`config.mk`:
```
export PLATFORM = sky130hd
export DESIGN_NAME = alu_result_stage
export DESIGN_NICKNAME = d
export VERILOG_FILES = /design/src/rtl/alu_result_stage_pkg.sv /design/src/rtl/alu_result_stage_branch_resolve.sv /design/src/rtl/alu_result_stage.sv
export SDC_FILE = /design/constraint.sdc
export NUM_CORES = 1
export LEC_CHECK = 0
export ABC_AREA = 1
export CAP_MARGIN = 20
export CORE_MARGIN = 2
export CORE_UTILIZATION = 44
export CTS_CLUSTER_SIZE = 28
export DETAILED_ROUTE_END_ITERATION = 10
export PLACE_DENSITY = 0.74
export SYNTH_ARGS = -nofsm -noshare
export SYNTH_HDL_FRONTEND = slang
export SYNTH_SLANG_ARGS = --single-unit
export TNS_END_PERCENT = 100
```
`constraint.sdc`:
```
create_clock -name clk -period 5.9 [get_ports clk]
set_clock_uncertainty 0.1 [all_clocks]
set_input_delay 0.59 -clock clk [delete_from_list [all_inputs] [get_ports clk]]
set_output_delay 0.59 -clock clk [all_outputs]
set_load 0.05 [all_outputs]
```
`src/rtl/alu_result_stage_pkg.sv`:
```
// Shared definitions for the execute/memory result stage: branch funct3
// encodings, the ALU control codes decode uses to set up compares, and the
// branch condition helper.
package alu_result_stage_pkg;

  // RISC-V conditional branch funct3 encodings.
  typedef enum logic [2:0] {
    F3_BEQ  = 3'b000,
    F3_BNE  = 3'b001,
    F3_BLT  = 3'b100,
    F3_BGE  = 3'b101,
    F3_BLTU = 3'b110,
    F3_BGEU = 3'b111
  } br_funct3_e;

  // ALU control codes. For branches, decode selects SUB (BEQ/BNE) or
  // SLT/SLTU (BLT/BGE/BLTU/BGEU), so the stage only inspects the zero flag
  // and the result LSB.
  typedef enum logic [3:0] {
    ALU_ADD  = 4'd0,
    ALU_SLT  = 4'd2,
    ALU_SLTU = 4'd3,
    ALU_SUB  = 4'd8
  } alu_ctrl_e;

  // Link address offset for jumps (pc + 4).
  localparam int unsigned INSN_BYTES = 4;

  // Branch condition from the ALU outputs. funct3 010/011 are not valid
  // branch encodings and never resolve taken.
  function automatic logic branch_cond(input logic [2:0] funct3,
                                       input logic       alu_zero,
                                       input logic       alu_lsb);
    logic cond;
    case (funct3)
      F3_BEQ:            cond = alu_zero;
      F3_BNE:            cond = ~alu_zero;
      F3_BLT,  F3_BLTU:  cond = alu_lsb;
      F3_BGE,  F3_BGEU:  cond = ~alu_lsb;
      default:           cond = 1'b0;
    endcase
    return cond;
  endfunction

endpackage

```
`src/rtl/alu_result_stage_branch_resolve.sv`:
```
// Combinational branch/jump resolution: decides whether the instruction
// redirects fetch and computes the redirect target.
module alu_result_stage_branch_resolve
  import alu_result_stage_pkg::*;
#(
  parameter int XLEN = 32
) (
  input  logic [2:0]      funct3,
  input  logic            br_en,
  input  logic            jal,
  input  logic            jalr,
  input  logic            alu_zero,
  input  logic            alu_lsb,
  input  logic [XLEN-1:0] pc,
  input  logic [XLEN-1:0] imm,
  input  logic [XLEN-1:0] alu_out,
  output logic            taken,
  output logic [XLEN-1:0] target
);

  logic cond;

  // Jumps always redirect; jalr takes priority over jal for the target.
  always_comb begin
    cond  = branch_cond(funct3, alu_zero, alu_lsb);
    taken = jal | jalr | (br_en & cond);
    if (jalr) begin
      target = alu_out & ~XLEN'(1);
    end else begin
      target = pc + imm;
    end
  end

endmodule

```
`src/rtl/alu_result_stage.sv`:
```
// Execute/memory pipeline register directly after the ALU. Captures the ALU
// result with the instruction's control fields, resolves branches/jumps into
// a one-cycle fetch redirect, and counts retired ops and redirects.
module alu_result_stage
  import alu_result_stage_pkg::*;
#(
  parameter int XLEN  = 32,
  parameter int CNT_W = 32
) (
  input  logic             clk,
  input  logic             rst,
  input  logic             in_valid,
  output logic             in_ready,
  input  logic [XLEN-1:0]  alu_out,
  input  logic             alu_zero,
  input  logic             alu_neg,
  input  logic [XLEN-1:0]  pc,
  input  logic [XLEN-1:0]  imm,
  input  logic [XLEN-1:0]  store_data,
  input  logic [4:0]       rd,
  input  logic             reg_write,
  input  logic             mem_read,
  input  logic             mem_write,
  input  logic             br_en,
  input  logic [2:0]       br_funct3,
  input  logic             jal,
  input  logic             jalr,
  input  logic             flush,
  output logic             out_valid,
  input  logic             out_ready,
  output logic [XLEN-1:0]  out_result,
  output logic [XLEN-1:0]  out_addr,
  output logic [XLEN-1:0]  out_store_data,
  output logic [4:0]       out_rd,
  output logic             out_reg_write,
  output logic             out_mem_read,
  output logic             out_mem_write,
  output logic             redirect_valid,
  output logic [XLEN-1:0]  redirect_pc,
  output logic [CNT_W-1:0] cnt_retired,
  output logic [CNT_W-1:0] cnt_taken
);

  logic            capture;
  logic            retire;
  logic            br_taken;
  logic [XLEN-1:0] br_target;
  logic [XLEN-1:0] link_addr;
  logic            redirect_pending;
  logic            unused_alu_neg_q;

  // An op arriving while the redirect pulses is wrong-path and is refused;
  // a flush also blocks capture in its own cycle.
  assign in_ready       = (~out_valid | out_ready) & ~redirect_pending & ~flush;
  assign capture        = in_valid & in_ready;
  assign retire         = out_valid & out_ready & ~flush;
  assign link_addr      = pc + XLEN'(INSN_BYTES);
  assign redirect_valid = redirect_pending;

  alu_result_stage_branch_resolve #(
    .XLEN (XLEN)
  ) u_branch_resolve (
    .funct3   (br_funct3),
    .br_en    (br_en),
    .jal      (jal),
    .jalr     (jalr),
    .alu_zero (alu_zero),
    .alu_lsb  (alu_out[0]),
    .pc       (pc),
    .imm      (imm),
    .alu_out  (alu_out),
    .taken    (br_taken),
    .target   (br_target)
  );

  // Payload registers: load on capture, otherwise hold (stable across stalls).
  always_ff @(posedge clk or posedge rst) begin
    if (rst) begin
      out_result       <= '0;
      out_addr         <= '0;
      out_store_data   <= '0;
      out_rd           <= '0;
      out_reg_write    <= 1'b0;
      out_mem_read     <= 1'b0;
      out_mem_write    <= 1'b0;
      unused_alu_neg_q <= 1'b0;
    end else if (capture) begin
      out_result       <= (jal | jalr) ? link_addr : alu_out;
      out_addr         <= alu_out;
      out_store_data   <= store_data;
      out_rd           <= rd;
      out_reg_write    <= reg_write;
      out_mem_read     <= mem_read;
      out_mem_write    <= mem_write;
      unused_alu_neg_q <= alu_neg;
    end
  end

  // Valid bit and redirect pulse; the pulse only fires on the capture edge,
  // so a downstream stall cannot re-assert it.
  always_ff @(posedge clk or posedge rst) begin
    if (rst) begin
      out_valid        <= 1'b0;
      redirect_pending <= 1'b0;
      redirect_pc      <= '0;
    end else if (flush) begin
      out_valid        <= 1'b0;
      redirect_pending <= 1'b0;
    end else if (capture) begin
      out_valid        <= 1'b1;
      redirect_pending <= br_taken;
      if (br_taken) begin
        redirect_pc <= br_target;
      end
    end else begin
      redirect_pending <= 1'b0;
      if (out_ready) begin
        out_valid <= 1'b0;
      end
    end
  end

  // Performance counters, wrapping naturally at 2^CNT_W.
  always_ff @(posedge clk or posedge rst) begin
    if (rst) begin
      cnt_retired <= '0;
      cnt_taken   <= '0;
    end else begin
      if (retire) begin
        cnt_retired <= cnt_retired + CNT_W'(1);
      end
      if (capture && br_taken) begin
        cnt_taken <= cnt_taken + CNT_W'(1);
      end
    end
  end

endmodule

```
==> flow_metrics.env <==
export IMPL_irDropWorstVdd_uv=200
export IMPL_finalSetupViolCount=0
export IMPL_cp_arrival_ns=3.58
export IMPL_clock_latency_ns=0.53
export IMPL_hold_path_class="reg -> reg"
export IMPL_drv_slew=0
export IMPL_cp_cell_sequence="clkdlybuf4s50_1 -> nor2_1 -> nor3_4 -> nand2_4 -> nor2_1 -> inv_2 -> nand2_4 -> inv_2 -> buf_12 -> nor2_1 -> xor2_1"
export IMPL_io_buffers=350
export IMPL_end_kind="register"
export IMPL_antenna_found_initial=0
export IMPL_core_area_um2=27100
export IMPL_cp_max_fo=55
export IMPL_die_area_um2=29000
export IMPL_critPathTopFamily="simple AND/OR/NAND/NOR gates"
export IMPL_rsz0062_at_grt="no"
export IMPL_synthAdderAreaFrac=0.0366
export IMPL_die_x_um=170
export IMPL_grt_pass1_wl_mm=66.3
export IMPL_synthToLayoutAreaGrowth_pct=38.2
export IMPL_die_h_um=170
export IMPL_cts_setup_buffers=0
export IMPL_avgSynthCellArea_um2=6.97
export IMPL_cts_tree="done"
export IMPL_dpl_hpwl_mm=33.8
export IMPL_ys_seq_area_frac=0.415
export IMPL_drtAntennaViolNets=0
export IMPL_whs_ns=0.376
export IMPL_ys_flop_type="dfrtp_1"
export IMPL_synthXorXnorAreaFrac=0.0575
export IMPL_synth_seq_cells=202
export IMPL_wl_per_cell_um=17.5
export IMPL_worst_path_most_repeated_cell="nor2_1"
export IMPL_vias=12600
export IMPL_netlist_instances=1749
export IMPL_grt_total_usage=0.297
export IMPL_path_buf_inv=4
export IMPL_slew_headroom=0.393
export IMPL_synth_top_family_by_area="simple AND/OR/NAND/NOR gates"
export IMPL_drt_iter0_markers=849
export IMPL_cap_violations=0
export IMPL_root_buffer="clkbuf_16"
export IMPL_setup_tns_ns=0
export IMPL_p_total_mw=5.73
export IMPL_remaining_drc_errors=0
export IMPL_drtPass1Iterations=5
export IMPL_htree_levels=1
export IMPL_clkTransAtPathRegs_ns=0.06
export IMPL_gp_congestion=0.946
export IMPL_clock_sinks=202
export IMPL_synth_simple_area_share=0.350
export IMPL_r2r_start="out_valid$_DFFE_PP0P_"
export IMPL_synthMuxAreaShare=0
export IMPL_power_leakage_nw=8.39
export IMPL_overflow=0
export IMPL_start_util=0.450
export IMPL_hold_start="out_addr[13]$_DFFE_PP0P_"
export IMPL_slowest_delay_ns=0.49
export IMPL_finalHoldViolations=0
export IMPL_syn_area_um2=12200
export IMPL_synth_edff_count=0
export IMPL_drive_gt1_frac=0.0342
export IMPL_crit_type="in -> reg"
export IMPL_cts_buffer_depth=3
export IMPL_synth_fp_nets=1933
export IMPL_cts_resized=0
export IMPL_synth_compound_area_frac=0.0646
export IMPL_start_kind="primary input"
export IMPL_place_area_um2=16000
export IMPL_io_pins=352
export IMPL_row_count=60
export IMPL_stdcell_count=2477
export IMPL_yosysUniqueCellTypes=41
export IMPL_crit_start="out_ready"
export IMPL_grt_pass1_vias=12000
export IMPL_fin_nets=2272
export IMPL_yosysWarnings=0
export IMPL_final_min_clock_period_ns=3.24
export IMPL_dp_cells=2434
export IMPL_required_ns=6.23
export IMPL_numCtsBuffers=23
export IMPL_final_area_um2=16800
export IMPL_max_clock_freq_ghz=0.308
export IMPL_worst_pin_slew_ns=0.911
export IMPL_outcome="complete, no violations"
export IMPL_finalCritPeriodShare=0.550
export IMPL_vias_per_cell=5.07
export IMPL_reg2reg_slack_ns=2.77
export IMPL_grt_max_degree=133
export IMPL_cp_slowest_cell="clkdlybuf4s50_1"
export IMPL_postCtsHoldBufs=0
export IMPL_async_reset_ff_frac=1.00
export IMPL_power_density_nw_per_um2=340
export IMPL_drt_total_wl_mm=43.4
==> report_power, final <==
group | switching, mW | internal, mW
sequential | 0.214 | 1.65
clock | 0.583 | 0.893
combinational | 1.63 | 0.764
total | 2.42 | 3.30
==> registers in the layout (all words and copies together), names as in the netlist, 5 cells and up <==
register and cells:
out_store_data 32, out_rd 5, redirect_pc 32, cnt_retired 32, cnt_taken 32, out_result 32
out_addr 32
==> cell type report <==
cell class | count | area [µm²]
Multi-Input combinational cell | 1303 | 6200
Clock buffer | 32 | 639
Clock inverter | 9 | 139
Sequential cell | 202 | 5050
Tap cell | 372 | 465
Timing Repair Buffer | 358 | 3590
Inverter | 200 | 754
Antenna cell | 1 | 2.50
Fill cell | 2396 | 10300
==> routing by layer <==
metal	vias up	wire (µm)	GRT usage
li1	6154	-	-
met1	5783	17900	0.382
met2	519	19900	0.491
met3	99	3390	0.0514
met4	0	2180	0.133
met5	-	0	0
==> layout by cell type (no fill, tap or decap), drive strengths merged <==
cell / count
clkdlybuf4s50: 350
a31oi: 1
o31ai: 3
o21bai: 1
diode: 1
nand3b: 5
nand3: 95
and2: 1
bufinv: 3
a21o: 1
buf: 8
a21oi: 72
inv: 199
nor3b: 4
nor2: 147
nand4: 20
clkinvlp: 1
a2bb2oi: 1
dfrtp: 202
nor4: 4
ha: 34
nor3: 38
clkinv: 6
or2: 12
clkbuf: 32
xor2: 60
xnor2: 20
o211ai: 1
a22o: 4
nand2: 714
o21ai: 64
fa: 1
==> path summary, 6_finish.rpt <==
kind	to	cells after the start
max in group asynchronous	cnt_taken[18]$_DFFE_PP0P_	3
max	cnt_taken[9]$_DFFE_PP0P_	11
min in group asynchronous	out_mem_read$_DFFE_PP0P_	3
max reg2reg	cnt_taken[9]$_DFFE_PP0P_	11
min	out_addr[13]$_DFFE_PP0P_	2
min reg2reg	out_addr[13]$_DFFE_PP0P_	2
==> per-stage QoR <==
step | setup WS [ns] | utilization
after floorplan | 2.59 | -
after detailed placement | 1.98 | 0.592
after CTS | 2.50 | 0.621
after global routing | 2.42 | 0.621
after global placement | 2.07 | 0.592
final | 2.66 | 0.622
==> worst register-to-register path, delay by kind of cell, from the launching register on <==
kind                      cells  cell delay [ns]
xor gates and xnor gates      1             0.15
buffers and inverters         4             1.11
DFF                           1             0.38
and+or+nand+nor               6             1.28
==> synth_stat cells (2+ instances only) <==
cell type	number	area, µm²
inv_1	196	736
inv_2	3	11.3
o31ai_1	3	22.5
ha_1	34	425
nor3_4	2	32.5
nor4_1	4	25.0
nor3_1	36	180
xor2_1	60	526
nand3_1	92	460
nand3_2	3	30.0
buf_2	9	45.0
or2_2	10	62.6
clkbuf_1	21	78.8
nand4_1	20	125
nor2_1	144	541
nor3b_1	4	30.0
o21ai_0	62	310
nand3b_1	5	37.5
nand2_1	711	2670
o21ai_1	2	10.0
nor2_2	2	12.5
xnor2_1	20	175
buf_1	12	45.0
a21oi_2	3	26.3
dfrtp_1	202	5050
or2_0	2	12.5
nand2_2	2	12.5
a22o_1	4	35.0
a21oi_1	69	345
==> cells by family after synthesis <==
logic type,count (synthesis)
adders and majority gates,35
AOI/OAI and AO/OA,148
buffers and inverters,244
xor gates and xnor gates,80
and+or+nand+nor,1040
DFF,202
(Power assumes the default switching activity.)
